`src/rtl/bram_pkg.sv`:
```
// Shared widths and FSM encoding for the line BRAM write path.
package bram_pkg;

  localparam int BRAM_ADDR_WIDTH = 6;
  localparam int BRAM_DATA_WIDTH = 256;
  localparam int IN_WIDTH        = 32;
  localparam int WORDS_PER_LINE  = BRAM_DATA_WIDTH / IN_WIDTH;
  localparam int DEPTH           = 2 ** BRAM_ADDR_WIDTH;

  typedef enum logic [1:0] {IDLE, FILL, FULL} packer_state_t;

endpackage

```
`src/rtl/bram_line_packer.sv`:
```
// Packs a narrow word stream into BRAM lines, writing each completed line at a
// wrapping pointer and refusing input while every line is still unconsumed.
module bram_line_packer
  import bram_pkg::packer_state_t, bram_pkg::IDLE, bram_pkg::FILL, bram_pkg::FULL;
#(
  parameter int BRAM_ADDR_WIDTH = bram_pkg::BRAM_ADDR_WIDTH,
  parameter int BRAM_DATA_WIDTH = bram_pkg::BRAM_DATA_WIDTH,
  parameter int IN_WIDTH        = bram_pkg::IN_WIDTH
) (
  input  logic                       clock,
  input  logic                       reset,
  input  logic                       in_valid,
  input  logic [IN_WIDTH-1:0]        in_data,
  input  logic                       in_last,
  output logic                       in_ready,
  output logic                       wr_en,
  output logic [BRAM_ADDR_WIDTH-1:0] wr_addr,
  output logic [BRAM_DATA_WIDTH-1:0] wr_din,
  input  logic                       line_release,
  output logic [BRAM_ADDR_WIDTH:0]   lines_used,
  output logic                       full,
  output logic                       underflow
);

  localparam int W     = BRAM_DATA_WIDTH / IN_WIDTH;
  localparam int IDX_W = (W > 1) ? $clog2(W) : 1;
  localparam logic [IDX_W-1:0]         LAST_IDX  = IDX_W'(W - 1);
  localparam logic [BRAM_ADDR_WIDTH:0] DEPTH_CNT = (BRAM_ADDR_WIDTH + 1)'(2 ** BRAM_ADDR_WIDTH);
  localparam logic [BRAM_ADDR_WIDTH:0] ONE_CNT   = (BRAM_ADDR_WIDTH + 1)'(1);

  packer_state_t                state_q, state_d;
  logic [IDX_W-1:0]             word_idx_q, word_idx_d;
  logic [BRAM_DATA_WIDTH-1:0]   line_q, line_d, line_asm;
  logic [BRAM_ADDR_WIDTH-1:0]   wr_ptr_q, wr_ptr_d;
  logic [BRAM_ADDR_WIDTH:0]     lines_used_q, lines_used_d;
  logic                         underflow_q, underflow_d;
  logic                         wr_en_q;
  logic [BRAM_ADDR_WIDTH-1:0]   wr_addr_q;
  logic [BRAM_DATA_WIDTH-1:0]   wr_din_q;
  logic                         accept, commit, rel_ok;

  // Held low during reset so nothing is accepted into a line being discarded.
  assign full       = (lines_used_q == DEPTH_CNT);
  assign in_ready   = !reset && !full && (state_q != FULL);
  assign accept     = in_valid && in_ready;
  assign commit     = accept && ((word_idx_q == LAST_IDX) || in_last);
  assign rel_ok     = line_release && (lines_used_q != '0);

  assign wr_en      = wr_en_q;
  assign wr_addr    = wr_addr_q;
  assign wr_din     = wr_din_q;
  assign lines_used = lines_used_q;
  assign underflow  = underflow_q;

  always_comb begin
    line_asm = line_q;
    for (int k = 0; k < W; k++) begin
      if (word_idx_q == IDX_W'(k)) line_asm[k*IN_WIDTH +: IN_WIDTH] = in_data;
    end

    line_d      = line_q;
    word_idx_d  = word_idx_q;
    wr_ptr_d    = wr_ptr_q;
    if (commit) begin
      line_d     = '0;
      word_idx_d = '0;
      wr_ptr_d   = wr_ptr_q + BRAM_ADDR_WIDTH'(1);
    end else if (accept) begin
      line_d     = line_asm;
      word_idx_d = word_idx_q + IDX_W'(1);
    end

    lines_used_d = lines_used_q;
    case ({commit, rel_ok})
      2'b10:   lines_used_d = lines_used_q + ONE_CNT;
      2'b01:   lines_used_d = lines_used_q - ONE_CNT;
      default: lines_used_d = lines_used_q;
    endcase
    underflow_d = underflow_q | (line_release && (lines_used_q == '0));
  end

  always_comb begin
    state_d = state_q;
    case (state_q)
      IDLE, FILL: begin
        if (commit)      state_d = (lines_used_d == DEPTH_CNT) ? FULL : IDLE;
        else if (accept) state_d = FILL;
      end
      FULL:    if (line_release) state_d = IDLE;
      default: state_d = IDLE;
    endcase
  end

  always_ff @(posedge clock or posedge reset) begin
    if (reset) begin
      state_q      <= IDLE;
      word_idx_q   <= '0;
      line_q       <= '0;
      wr_ptr_q     <= '0;
      lines_used_q <= '0;
      underflow_q  <= 1'b0;
      wr_en_q      <= 1'b0;
      wr_addr_q    <= '0;
      wr_din_q     <= '0;
    end else begin
      state_q      <= state_d;
      word_idx_q   <= word_idx_d;
      line_q       <= line_d;
      wr_ptr_q     <= wr_ptr_d;
      lines_used_q <= lines_used_d;
      underflow_q  <= underflow_d;
      wr_en_q      <= commit;
      if (commit) begin
        wr_addr_q <= wr_ptr_q;
        wr_din_q  <= line_asm;
      end
    end
  end

endmodule

```
`config.mk`:
```
export PLATFORM = sky130hd
export DESIGN_NAME = bram_line_packer
export DESIGN_NICKNAME = d
export VERILOG_FILES = /design/src/rtl/bram_pkg.sv /design/src/rtl/bram_line_packer.sv
export SDC_FILE = /design/constraint.sdc
export NUM_CORES = 1
export LEC_CHECK = 0
export ABC_AREA = 1
export CAP_MARGIN = 15
export CORE_ASPECT_RATIO = 0.5
export CORE_UTILIZATION = 55
export CTS_CLUSTER_DIAMETER = 100
export DETAILED_ROUTE_END_ITERATION = 8
export GPL_TIMING_DRIVEN = 1
export PLACE_DENSITY = 0.8
export SYNTH_ARGS = -nofsm -noshare
export SYNTH_HDL_FRONTEND = slang
export SYNTH_SLANG_ARGS = --single-unit
export TNS_END_PERCENT = 20
```
`constraint.sdc`:
```
create_clock -name clock -period 23.9 [get_ports clock]
set_input_delay 3.585 -clock clock [delete_from_list [all_inputs] [get_ports clock]]
set_output_delay 3.585 -clock clock [all_outputs]
set_load 0.01 [all_outputs]
```
Word-level counts from Yosys, hierarchy flattened
Index checks and enable logic that the tools add are counted. W data, S select, Z words.

Output and inout bits: 273. Logic and storage cells: 64. Flip-flop bits (word level): 538.

Equal/unequal tests: 16. $add $sub $neg: 4. Multiplexer cells: 18. Reductions and logical operators: 16. Bitwise logic cells: 1.

Operators with widths (count): $mux W256 (2); $mux W32 (8); $eq A7 B7 Y1 const B (2); $pmux W7 S2 (1); $eq A3 B3 Y1 const B (4); $mux W2 (4); $add A7 B1 Y7 const B (1); $logic_not A7 Y1 (1); $reduce_bool A7 Y1 (1); $sub A7 B1 Y7 const B (1); $add A6 B1 Y6 const B (1); $eq A3 B2 Y1 const B (2); $logic_and A1 B1 Y1 (6); $mux W3 (2); $eq A2 B1 Y1 const B (2); $eq A2 B2 Y1 const B (2); $ne A2 B2 Y1 const B (2); $pmux W2 S2 (1); $add A3 B1 Y3 const B (1); $eq A3 B1 Y1 const B (1); $logic_not A3 Y1 (1); $ne A3 B3 Y1 const B (1); $logic_not A1 Y1 (2); $logic_not A2 Y1 (1); 5 further kinds (5).

Depth between registers and ports, before layout
Gate-level depths: netlist (run 1).

Depth in word-level cells: 12. Gate-level depth with buffers: 24. Mapped depth without buffers: 21.

Least setup slack after synthesis (run 1)
OpenSTA, ideal clock, no wires.

Path kind: input to output. Start point: in reset. End point: out in_ready. Data arrival time: 17.493 ns. Path slack: 2.822 ns. Required time: 20.315 ns. Cell stages on the path: 3. Path through: inv_1 -> o21ai_0 -> nor2_4.

Cells in the longest elaborated chain, start to end: 3.

RTL lines: start: declaration (line bram_line_packer.sv:11) `input logic reset,`; $logic_not A1 Y1 (no line); $logic_and A1 B1 Y1 (2 in a row) (line bram_line_packer.sv:44) `assign in_ready = !reset && !full && (state_q != FULL);`; end: declaration (line bram_line_packer.sv:15) `output logic in_ready,`.

Every way passes these cells.

Worst setup path after layout (run 1)
Same ends and word-level chain as after synthesis.

==> reports/results.ini, run 1 <==
[setup_path]
crit_start = reset
worst-setup-path-type = in -> out
rr_startpoint = word_idx_q[1]
worst_r2r_path_depth = 19
critPathCaptureType = primary output
cp_max_fo = 73
cp.arrival_ns = 5.68
required_ns = 20.32
r2r_end = state_q[1]
regToRegSetupSlack_ns = 19.03
start_kind = primary input

[clock_tree]
root_buffer = clkbuf_16
cts.sinks = 538
cts_hold_buf = 0
cts_tree = done
htreeDepth = 2
post_cts_buffers = 0
clk_latency_ns = 0.57
clk_pin_slew_ns = 0.07
numCtsBuffers = 47
cts-resized-gates = 0
clockBufferDepth = 3

[synthesis]
synthArstFlopShare_pct = 100
synth_top_area_share_pct = 58.4
yosysMostFrequentCell = nand2_1
avgSynthCellArea_um2 = 8.61
netlist_top_cells_area = dfrtp_1 58%, nand2_1 17%, a22oi_1 7.3%
ys.flop_type = dfrtp_1
ys_ff_latch = 538
synth_common_cells = 1027 x nand2_1, 538 x dfrtp_1, 322 x inv_1
synth-edff-count = 0
synth.distinct_cells = 28
synth_warnings = 0
synth_top_cell_by_area = dfrtp_1
syn_area_um2 = 23100
syn_nets = 2724
seq_area_frac_synth_pct = 58.4
syn_inst = 2677

[placed_design]
dpl.hpwl_um = 39400
place_area_um2 = 26300
numPortBuffers = 309
gp_congestion = 0.834

[floorplanning]
core_um2 = 40900
die_area_um2 = 42800
initial_core_util_pct = 56.4
die_x_um = 292
pin_count = 310
dieHeight_um = 147
num_rows = 52

[grt]
grt_max_degree = 227
grt_antenna_before_repair = 7
grt_pass1_wl_um = 102000
overflow = 0
grt_pass1_vias = 18300
grt_use_total_pct = 30.7

[route]
drt_pass1_iterations = 6
viasPerCell = 5.53
vias = 19100
wire_per_inst_um = 19.1
drt_iter0_drc = 2100
routed_wl_um = 66200
detail-route-antenna-nets = 0
drc = 0

[timing]
post-route-period-util_pct = 38.8
max_slew_margin_pct = 9.10
rsz0062_at_grt = false
fmaxAchievable_mhz = 108
worstMarginPinSlew_ns = 1.36
setup-tns-final_ns = 0
final_max_slew_viol_count = 0
hold_viol = 0
min_period_ns = 9.27
finClkSkew_ns = 0.0177
setup_viol = 0

[finish]
fillers = 3186
final_area_um2 = 27800
final-seq-area_um2 = 13500
multi_input_area_um2 = 7660
nets = 2938
syn2layout_area_growth_pct = 20.6
drive_gt1_share_pct = 3.52

[run]
cap_violations = 0

[pwr]
leakage_uw = 0.0152
powerDensity_nw_per_um2 = 102
fin_total_pwr_uw = 2840
irDropWorstVdd_mv = 0.0684

[min_path]
min_from = state_q[1]
hold_depth = 1
hp-class = reg -> reg
hold_end = state_q[0]

[run_status]
status = finished, final reports clean

## sequential cells by signal, indices dropped and copies added, names as in the netlist
signal and cells:
line_q 256, word_idx_q 3, wr_en 1, state_q 2, wr_din 256, underflow 1
lines_used 7, wr_ptr_q 6, wr_addr 6
## worst max path at each step
stage,end,slack [ns],cells past startpoint
finish,in_ready,14.63,5
global route,in_ready,14.47,5
CTS,in_ready,14.61,5
detailed placement,in_ready,14.63,5
global placement,in_ready,14.66,5
floorplan,in_ready,2.82,3
## stage by stage
stage	cells	hold WS [ns]	setup WS (ns)	util, %
6_report	3465	0.434	14.63	68.0
5_1_grt	3463	0.451	14.47	68.0
4_1_cts	3462	0.432	14.61	68.0
3_5_place_dp	3381	0.409	14.63	64.3
3_3_place_gp	3381	0.428	14.66	64.3
2_1_floorplan	2677	0.399	2.82	-
## metal layers
metal	share of wire (%)	track usage (%)
met1	40	40.3
met2	48	50.7
met3	8.2	6.37
met4	4.1	12.0
met5	0.020	0
## worst max-delay path, stage by stage
cell	delay [ns]
clkdlybuf4s50_1	0.49
inv_8	0.42
o21ai_0	0.30
nor2_4	0.25
clkdlybuf4s50_1	0.57
## power by group
part	total [µW]	internal, µW	switching, µW
Sequential	1240	1100	137
Combinational	834	366	468
Clock	768	429	339
## cell families (layout without fill, tap and decap cells)
| kind of cell | Yosys count | count (layout) | synth area share, % |
|---|---|---|---|
| compound gates | 529 | 529 | 13.9 |
| xor+xnor | 7 | 7 | 0.266 |
| fa+ha+maj | 10 | 10 | 0.543 |
| buf+inv | 486 | 732 | 8.50 |
| flops | 538 | 538 | 58.4 |
| other cells | 0 | 2 | 0 |
| simple gates | 1107 | 1107 | 18.4 |
## cell type report
class                           count  area share, %
Antenna cell                        2         0.0180
Clock buffer                       68           4.92
Clock inverter                     13          0.518
Inverter                          324           4.43
Multi-Input combinational cell   1653           27.6
Sequential cell                   538           48.4
Tap cell                          540           2.43
Timing Repair Buffer              327           11.7
## cells in the final DEF (no fill, tap or decap)
cell             count
inv_8                2
clkbuf_16           49
nor2_8               1
nor3_1               2
buf_4               16
clkinv_1             1
buf_12               2
nand2_8              1
nor2_4               2
xnor2_1              1
nand4_1              2
clkinv_2             9
dfrtp_1            538
nand2_2              6
a21oi_1             36
diode_2              2
nand2_1           1021
clkinv_4             1
xor2_1               6
bufinv_16            3
nor2_1              55
clkbuf_8             7
nand3b_1             1
or2_2                1
nor4_1               2
clkdlybuf4s50_1    309
ha_1                 8
nor2_2               1
a21o_1               1
inv_1              321
a22oi_1            225
clkbuf_1            12
nand3_1             12
o21ai_0            227
o21ai_1             40
ha_2                 2
(Power assumes the default switching activity.)
==> run 2, diff against run 1 <==
--- a/config.mk
+++ b/config.mk
@@ -8,11 +8,11 @@
 export ABC_AREA = 1
 export CAP_MARGIN = 15
 export CORE_ASPECT_RATIO = 0.5
-export CORE_UTILIZATION = 55
+export CORE_UTILIZATION = 50
 export CTS_CLUSTER_DIAMETER = 100
 export DETAILED_ROUTE_END_ITERATION = 8
 export GPL_TIMING_DRIVEN = 1
-export PLACE_DENSITY = 0.8
+export PLACE_DENSITY = 0.77
 export SYNTH_ARGS = -nofsm -noshare
 export SYNTH_HDL_FRONTEND = slang
 export SYNTH_SLANG_ARGS = --single-unit
==> constraint.sdc (replaced) <==
create_clock -name clock -period 7.73 [get_ports clock]
set_input_delay 1.1595 -clock clock [delete_from_list [all_inputs] [get_ports clock]]
set_output_delay 1.1595 -clock clock [all_outputs]
set_load 0.01 [all_outputs]
==> reports/results.ini, run 2 (synthesized netlist as in run 1, its figures left out) <==
[min_path]
hp-class = reg -> reg

[pwr]
switching_power_uw = 2960
internal_power_uw = 5890
switching_share_pct = 33.4
clock_power_share_pct = 26.9
leakage_uw = 0.0152
pwr-share-comb_pct = 29.5
powerDensity_nw_per_um2 = 317
irDropWorstVdd_mv = 0.171
seq_power_share_pct = 43.6

[setup_path]
required_ns = 8.23
cp_max_fo = 102
crit_chain = clkdlybuf4s50_1 -> clkinvlp_4 -> o21ai_0 -> nor2_4 -> nand2_8 -> nor2_8 -> buf_4 -> buf_4 -> buf_4 -> nand2_1 -> nand2_1
crit_path_frequent_cell = buf_4
critPathCaptureType = flip-flop
worst-setup-path-type = in -> reg
slowest_delay_ns = 0.86
cp_slowest_cell = buf_4
start_kind = primary input
cp.arrival_ns = 5.73

[route]
drt_pass1_iterations = 6
wire_per_inst_um = 18.9
routed_wl_um = 66600
viasPerCell = 5.38
drc = 0
drt_iter0_drc = 1891
detail-route-antenna-nets = 0
vias = 19000

[finish]
layout_commonest_cell = nand2_1
syn2layout_area_growth_pct = 21.3
nets = 2938
fin_util_pct = 61.6
fillers = 3698
multi_input_area_um2 = 7710
drive_gt1_share_pct = 3.79
final_cell_mix = 1019 x nand2_1, 538 x dfrtp_1, 320 x inv_1, 309 x clkdlybuf4s50_1, 226 x o21ai_0
final-seq-area_um2 = 13500

[timing]
setup-tns-final_ns = 0
setup_viol = 0
min_period_ns = 5.23
max_slew_margin_pct = 25.3
finClkSkew_ns = 0.00918
fmaxAchievable_mhz = 191
worstMarginPinSlew_ns = 1.12
setup_slack_ns = 2.50
final_max_slew_viol_count = 0
rsz0062_at_grt = false
post-route-period-util_pct = 67.7
hold_viol = 0

[clock_tree]
root_buffer = clkbuf_16
cts.sinks = 538
post_cts_buffers = 0
cts_tree = done
cts-resized-gates = 0
clk_pin_slew_ns = 0.06
clk_latency_ns = 0.57
numCtsBuffers = 48
htreeDepth = 2
cts_hold_buf = 0
clockBufferDepth = 3

[run]
cap_violations = 0

[floorplanning]
initial_core_util_pct = 50.8
die_x_um = 306
pin_count = 310
die_area_um2 = 47000
core_um2 = 45300
dieHeight_um = 154
num_rows = 55

[grt]
grt_antenna_before_repair = 4
grt_use_total_pct = 28.3
grt_pass1_vias = 18100
overflow = 0
grt_max_degree = 176
grt_pass1_wl_um = 103000

[placed_design]
place_ws_ns = 2.08
gp_congestion = 0.819
numPortBuffers = 309
dpl.hpwl_um = 40500

[run_status]
status = finished, final reports clean

run 2: layer usage:
layer	up-vias	share of wire (%)	track usage, %	wire [µm]
li1	8877	-	-	-
met1	9286	40	37.4	26600
met2	648	49	46.8	32600
met3	145	6.9	4.48	4630
met4	0	4.2	11.7	2790
met5	-	0	0	0
run 2: worst max-delay path: cells and delay by family:
family	cells	cell delay, ns
compound gates	1	0.18
buf+inv	5	3.04
simple gates	5	1.15
run 2: stage by stage:
stage / hold slack [ns] / cells / instance area (µm²) / power (µW)
after floorplan: 0.399 / 2677 / 23100 / 5210
after global placement: 0.407 / 3438 / 26400 / 6410
after detailed placement: 0.410 / 3438 / 26400 / 6490
after CTS: 0.433 / 3522 / 27900 / 8870
after global routing: 0.458 / 3523 / 27900 / 9320
final: 0.431 / 3525 / 28000 / 8850
run 2: power by group through the flow:
stage | Sequential (µW) | Combinational, µW | Clock (µW)
2_1_floorplan | 3950 | 1260 | 0
3_3_place_gp | 3880 | 2530 | 0
3_5_place_dp | 3900 | 2590 | 0
4_1_cts | 3860 | 2610 | 2400
5_1_grt | 3920 | 2880 | 2510
6_report | 3860 | 2610 | 2380
run 2: final timing paths:
check,startpoint,to,depth (start not counted),slack [ns]
max,reset,wr_din[107],11,2.50
min,state_q[1],state_q[0],1,0.43
max reg2reg,word_idx_q[1],wr_din[107],9,2.78
min reg2reg,state_q[1],state_q[0],1,0.43
max in group asynchronous,reset,line_q[186],5,4.21
min in group asynchronous,reset,wr_din[10],3,1.31
run 2: area by class of cell:
type | instances | share of cell area [%]
Multi-Input combinational cell | 1653 | 27.6
Clock inverter | 8 | 0.322
Timing Repair Buffer | 326 | 11.7
Clock buffer | 76 | 5.14
Sequential cell | 538 | 48.2
Tap cell | 598 | 2.68
Antenna cell | 2 | 0.0179
Inverter | 324 | 4.40
